==> config.mk <==
export PLATFORM = sky130hd
export DESIGN_NAME = if_stage
export DESIGN_NICKNAME = d
export VERILOG_FILES = /design/src/rtl/mips_pkg.sv /design/src/rtl/if_id_reg.sv /design/src/rtl/if_stage.sv
export SDC_FILE = /design/constraint.sdc
export NUM_CORES = 1
export LEC_CHECK = 0
export CAP_MARGIN = 25
export CELL_PAD_IN_SITES_DETAIL_PLACEMENT = 1
export CELL_PAD_IN_SITES_GLOBAL_PLACEMENT = 2
export CORE_ASPECT_RATIO = 0.6
export CORE_MARGIN = 2
export CORE_UTILIZATION = 25
export CTS_CLUSTER_DIAMETER = 100
export DETAILED_ROUTE_END_ITERATION = 6
export GPL_ROUTABILITY_DRIVEN = 0
export PLACE_DENSITY = 0.81
export SYNTH_ARGS = -nofsm -noshare
export SYNTH_HDL_FRONTEND = slang
export SYNTH_SLANG_ARGS = --single-unit
export TNS_END_PERCENT = 1
==> constraint.sdc <==
create_clock -name clk -period 3.5 [get_ports clk]
set_input_delay 0.35 -clock clk [delete_from_list [all_inputs] [get_ports clk]]
set_output_delay 0.35 -clock clk [all_outputs]
set_load 0.02 [all_outputs]
==> src/rtl/mips_pkg.sv <==
// Shared MIPS pipeline definitions: PC-source encodings, reset/bubble constants
// and jump-target helpers used by the fetch and decode stages.
package mips_pkg;

   // Decoder PCSrc encoding for the instruction currently in ID.
   typedef enum logic [1:0] {
      PCSRC_BRANCH = 2'b00,
      PCSRC_SEQ    = 2'b01,
      PCSRC_JUMP   = 2'b10,
      PCSRC_JR     = 2'b11
   } pcsrc_e;

   localparam logic [31:0] RESET_PC_DEFAULT  = 32'h0000_0000;
   localparam logic [31:0] NOP_INSTR_DEFAULT = 32'h0000_0000;   // sll $0,$0,0

   // Pseudo-direct j/jal target: upper nibble of the delay-free PC+4.
   function automatic logic [31:0] j_target(input logic [31:0] pc_plus4,
                                             input logic [31:0] instr);
      return {pc_plus4[31:28], instr[25:0], 2'b00};
   endfunction

   function automatic logic [31:0] jr_target(input logic [31:0] rs_data);
      return {rs_data[31:2], 2'b00};
   endfunction

   function automatic logic [31:0] word_align(input logic [31:0] addr);
      return {addr[31:2], 2'b00};
   endfunction

endpackage

==> src/rtl/if_id_reg.sv <==
// Generic pipeline stage register carrying instr / pc_plus4 / valid.
// Priority: reset, flush (bubble), hold, load (valid fetch).
module if_id_reg
   import mips_pkg::*;
#(
   parameter logic [31:0] NOP_INSTR = NOP_INSTR_DEFAULT
) (
   input  logic        clk,
   input  logic        reset,
   input  logic        flush,
   input  logic        hold,
   input  logic [31:0] instr_in,
   input  logic [31:0] pc_plus4_in,
   output logic [31:0] instr,
   output logic [31:0] pc_plus4,
   output logic        valid
);

   always_ff @(posedge clk) begin
      if (reset) begin
         instr    <= NOP_INSTR;
         pc_plus4 <= '0;
         valid    <= 1'b0;
      end else if (flush) begin
         instr    <= NOP_INSTR;
         pc_plus4 <= '0;
         valid    <= 1'b0;
      end else if (!hold) begin
         instr    <= instr_in;
         pc_plus4 <= pc_plus4_in;
         valid    <= 1'b1;
      end
   end

endmodule

==> src/rtl/if_stage.sv <==
// MIPS instruction-fetch stage: PC register, next-PC selection, IF/ID register
// and a saturating count of valid fetches.
module if_stage
   import mips_pkg::*;
#(
   parameter logic [31:0] RESET_PC  = RESET_PC_DEFAULT,
   parameter int unsigned IMEM_AW   = 8,
   parameter logic [31:0] NOP_INSTR = NOP_INSTR_DEFAULT
) (
   input  logic               clk,
   input  logic               reset,
   input  logic               stall,
   input  logic               ex_branch_taken,
   input  logic [31:0]        ex_branch_target,
   input  logic [1:0]         id_pcsrc,
   input  logic [31:0]        id_rs_data,
   output logic [IMEM_AW-1:0] imem_addr,
   input  logic [31:0]        imem_rdata,
   output logic [31:0]        pc,
   output logic [31:0]        if_id_instr,
   output logic [31:0]        if_id_pc_plus4,
   output logic               if_id_valid,
   output logic [31:0]        fetch_count
);

   logic [31:0] pc_plus4;
   logic [31:0] jump_tgt;
   logic [31:0] next_pc;
   logic        id_jump;
   logic        ifid_flush;
   logic        ifid_load_valid;
   logic        unused;

   assign pc_plus4  = pc + 32'd4;
   assign imem_addr = pc[IMEM_AW+1:2];
   assign id_jump   = if_id_valid & id_pcsrc[1];
   assign unused    = ^{id_rs_data[1:0], ex_branch_target[1:0]};

   always_comb begin
      jump_tgt = j_target(if_id_pc_plus4, if_id_instr);
      if (id_pcsrc == PCSRC_JR)
         jump_tgt = jr_target(id_rs_data);
   end

   // Stall outranks the ID jump so a jr never redirects on a stale rs value.
   always_comb begin
      next_pc = pc_plus4;
      if (ex_branch_taken)
         next_pc = word_align(ex_branch_target);
      else if (stall)
         next_pc = pc;
      else if (id_jump)
         next_pc = jump_tgt;
   end

   always_ff @(posedge clk) begin
      if (reset)
         pc <= RESET_PC;
      else
         pc <= next_pc;
   end

   // A branch flush drops a concurrent stall; a jump kills only when unstalled.
   assign ifid_flush      = ex_branch_taken | (!stall & id_jump);
   assign ifid_load_valid = !ex_branch_taken & !stall & !id_jump;

   if_id_reg #(
      .NOP_INSTR(NOP_INSTR)
   ) u_if_id_reg (
      .clk        (clk),
      .reset      (reset),
      .flush      (ifid_flush),
      .hold       (stall),
      .instr_in   (imem_rdata),
      .pc_plus4_in(pc_plus4),
      .instr      (if_id_instr),
      .pc_plus4   (if_id_pc_plus4),
      .valid      (if_id_valid)
   );

   always_ff @(posedge clk) begin
      if (reset)
         fetch_count <= '0;
      else if (ifid_load_valid && (fetch_count != '1))
         fetch_count <= fetch_count + 32'd1;
   end

endmodule

== Word level (Yosys, flattened, before mapping) ==
Index checks and enable logic that the tools add are counted.
Storage, ports and cells
  register bits after elaboration: 129
  bits of input ports: 102
  output and inout port bits: 137
Operators by class
  $add $sub $neg: 2
  equality and inequality tests: 3
  muxes and demuxes: 4
  bitwise gates (word level): 5
  reduce and logical (&&, ||, !) cells: 6
Operator list (number)
  2-to-1 mux 32 bit: 4
  adder 32 x 1 -> 32 bit (second input constant): 1
  adder 32 x 3 -> 32 bit (second input constant): 1
  != test 32 bit (second input constant): 1
  AND 1 bit: 4
  OR reduction 2 bit: 2
  zero test 1 bit: 3
  equality test 2 bit (second input constant): 1
  != test 2 x 1 -> 1 bit (second input constant): 1
  logical AND 1 bit: 1
  bitwise OR 1 bit: 1

== Logic depth before layout (Yosys ltp) ==
  depth in word-level cells: 5
  mapped depth: 8

== Hierarchy ==
Synthesis repeated with hierarchy kept, for this count alone.
Second synthesis, totals
  cells, all modules: 717
  area, all modules: 6470.0 um^2
By module, submodules not included
  if_stage: instances 1, cells an instance 507, area an instance 4164.0 um^2
  if_id_reg: instances 1, cells an instance 210, area an instance 2306.0 um^2

== Least setup slack after synthesis ==
No wires, ideal clock.
  path kind: register to register
  start point: register fetch_count[0]
  end point: register fetch_count[16]
  arrival: 2175 ps
  required time: 3384 ps
  path slack: 1209 ps
  cell stages (with the launch flop): 8
  path buffers: 1
  period minus slack after synthesis: 2291 ps
  cells stage by stage: dfxtp_1 > ha_1 > nand4_1 > or4_4 > buf_6 > a21oi_1 > a21oi_1 > a31o_2
Between the ends
  word-level cells in the longest chain between the ends: 2
  elaborated cells between the ends (all ways): 3
  classes of those cells: add/sub: 1; eq/ne: 1; reduce/logical: 1
Ends and longest elaborated chain
  start: declaration: RTL line if_stage.sv:23  | output logic [31:0] fetch_count
  start signal: assignment: RTL line if_stage.sv:85  | fetch_count <= fetch_count + 32'd1;
  parallel branches: the longest is 2 deep, another holds adder 32 x 1 -> 32 bit
Several ways; the timed one is not identified.
A chain may end at the register's enable or synchronous reset.

== Worst setup path after layout ==
Ends and elaborated chain as after synthesis.

==> flow_summary.json <==
{
  "criticalPathCategory": "reg -> reg",
  "grt_pass1_vias": 6420,
  "io_buffers": 234,
  "hold_viol_final": 0,
  "drc": 0,
  "final_antenna_net_count": 0,
  "layout-drive-gt1-share_pct": 9.97,
  "cts_sinks": 129,
  "multi_input_area_um2": 3520,
  "timing.slew.headroom_pct": 30.0,
  "cap_violations": 0,
  "cts_buffers": 17,
  "seqCellArea_um2": 2580,
  "max_freq_ghz": 0.402,
  "die_area_um2": 26900,
  "max-vdd-ir-drop_v": 0.000289,
  "insertion_delay_ps": 450,
  "rows": 45,
  "ys_ff_latch": 129,
  "synth_fp_nets": 842,
  "dp_hpwl_um": 17900,
  "syn_area_per_cell_um2": 8.66,
  "syn-cell-area_um2": 6390,
  "finish.utilization_pct": 38.0,
  "ctsResizeCount": 0,
  "initial_utilization_pct": 25.3,
  "ys_seq_area_share_pct": 40.4,
  "cp_num_buf_inv": 0,
  "final_cell_count_no_fill": 1282,
  "rrSetupSlack_ps": 1010,
  "syn2layout_area_growth_pct": 49.8,
  "synth-edff-count": 0,
  "root_buffer": "clkbuf_16",
  "die-height_um": 128,
  "cts_tree": "done",
  "period_share_pct": 71.1,
  "hold_buffers": 0,
  "dp_cells": 1253,
  "ys_types": 48,
  "nFillCells": 2929,
  "cts_buffer_depth": 2,
  "arrival_ps": 2810,
  "diodes": 0,
  "first_pass_iters": 4,
  "via_per_inst": 4.93,
  "synthArstFlopShare_pct": 0,
  "pin_count": 239,
  "rsz0062_at_grt": "no",
  "wl_per_cell_um": 19.7,
  "cpPeakStageDelay_ps": 730,
  "critPathCaptureType": "register",
  "antenna_found_initial": 0,
  "crit_chain": "ha_1 -> nand4_1 -> or4_4 -> a21oi_1 -> a21oi_1 -> a31o_2",
  "power_density_nw_per_um2": 421,
  "cpMaxStageDelayCell": "or4_4",
  "ys.flop_type": "dfxtp_1",
  "cpMostUsedCell": "a21oi_1",
  "grt-ovfl-total": 0,
  "setup.worst_path.start_class": "register",
  "grt_pass1_wl_um": 38500,
  "ys_warn_count": 0,
  "via_count": 6320,
  "core_region_area_um2": 25200,
  "max_slew.worst_pin.slew_ps": 1050,
  "die-width_um": 210,
  "layout.nets": 1047,
  "setup_viol": 0,
  "drt-total-wl_um": 25200,
  "hold_path_class": "in -> reg",
  "total_leakage_power_uw": 0.00336,
  "outcome": "finished clean",
  "timing.setup.tns_ps": 0,
  "finClkSkew_ps": 18.6,
  "slew_violations": 0,
  "cts_setup_buffers": 0,
  "worstPathRequired_ps": 3830,
  "finalCriticalPeriod_ps": 2490,
  "syn_inst": 738,
  "initialDrtViolationCount": 306,
  "htree_levels": 4,
  "critPathTopFamily": "simple AND/OR/NAND/NOR gates",
  "crit_path_max_fanout": 9,
  "clk_pin_slew_worst_paths_ps": 60,
  "grt_start_max_net_pins": 62,
  "grt_use_total_pct": 18.9
}
[flip-flops by register name, summed over array words and instances, names as in the netlist]
signal	flops
fetch_count	32
pc	32
u_if_id_reg.instr	32
u_if_id_reg.pc_plus4	32
u_if_id_reg.valid	1
[Yosys cell counts, types with 14 or more instances]
master | instances | area share (%)
a21oi_1 | 41 | 3.2
a221oi_1 | 23 | 3.2
clkbuf_1 | 37 | 2.2
dfxtp_1 | 129 | 40
mux2_2 | 25 | 4.4
mux2i_1 | 46 | 7.2
nand2_1 | 62 | 3.6
nand3_1 | 26 | 2.0
nand4_1 | 17 | 1.7
nor2_1 | 105 | 6.2
o21ai_0 | 33 | 2.6
xnor2_1 | 23 | 3.2
xor2_1 | 14 | 1.9
[kinds of logic (layout without fill, tap and decap cells)]
family | Yosys count | in the layout | share of synthesized area, %
mux | 71 | 71 | 11.6
compound gates | 152 | 152 | 15.8
flops | 129 | 129 | 40.4
buf+inv | 68 | 283 | 4.97
simple gates | 279 | 279 | 21.7
fa+ha+maj | 2 | 2 | 0.391
xor+xnor | 37 | 37 | 5.07
[worst register-to-register path: cells and delay by family (launching register included)]
kind	cells	cell delay [ps]
simple gates	2	1010
compound gates	3	610
flops	1	510
fa+ha+maj	1	270
[stage by stage]
step | power [uW] | hold WS (ps) | setup slack, ps | instance area (um^2)
after floorplan | 1870 | 453 | 1210 | 6390
after global placement | 2170 | 450 | 713 | 8970
after detailed placement | 2170 | 464 | 644 | 8970
after CTS | 4090 | 384 | 990 | 9580
after global routing | 4210 | 423 | 784 | 9580
final | 4030 | 380 | 1010 | 9580
[final timing paths]
| path | start | cells after the start | to |
|---|---|---|---|
| worst max register to register | fetch_count[0] | 6 | fetch_count[16] |
| worst min-delay path | reset | 4 | u_if_id_reg.pc_plus4[4] |
| worst min register to register | u_if_id_reg.pc_plus4[8] | 2 | u_if_id_reg.pc_plus4[8] |
| worst max-delay path | fetch_count[0] | 6 | fetch_count[16] |
[area by class of cell]
cell class / instances / area share (%)
Clock buffer: 25 / 5.28
Clock inverter: 4 / 1.03
Inverter: 7 / 0.274
Multi-Input combinational cell: 541 / 36.8
Sequential cell: 129 / 27.0
Tap cell: 329 / 4.30
Timing Repair Buffer: 247 / 25.3
[power breakdown]
group | switching (uW) | internal (uW) | total (uW)
Clock | 690 | 1200 | 1890
Sequential | 63.6 | 1520 | 1580
Combinational | 274 | 282 | 556
[routing by layer]
layer / routed length [um] / up-vias / track usage, %
met3: 1560 / 17 / 6.20
met5: 0 / - / 0
met2: 10300 / 170 / 27.1
met4: 220 / 0 / 4.43
li1: - / 3076 / -
met1: 13200 / 3057 / 27.2
[cells in the final DEF (no fill, tap or decap), types with 4 or more instances in the layout]
cell type / count
and4_1: 5
o22ai_1: 11
mux2_2: 25
or3_1: 9
buf_4: 14
nor2_1: 105
mux2i_1: 46
xor2_1: 14
and2_1: 4
o31ai_1: 11
o21ai_0: 33
clkdlybuf4s50_1: 231
o221ai_1: 6
or4_1: 11
and3_1: 4
dfxtp_1: 129
o21a_1: 4
nand3_1: 26
nand4_1: 17
clkbuf_16: 17
o21ba_2: 6
nor3_1: 10
nor4_1: 9
inv_1: 7
clkbuf_8: 5
a221oi_1: 23
a31o_2: 9
nand2_1: 61
xnor2_1: 23
a21oi_1: 41
No activity file was read; power rests on OpenSTA's default activity.
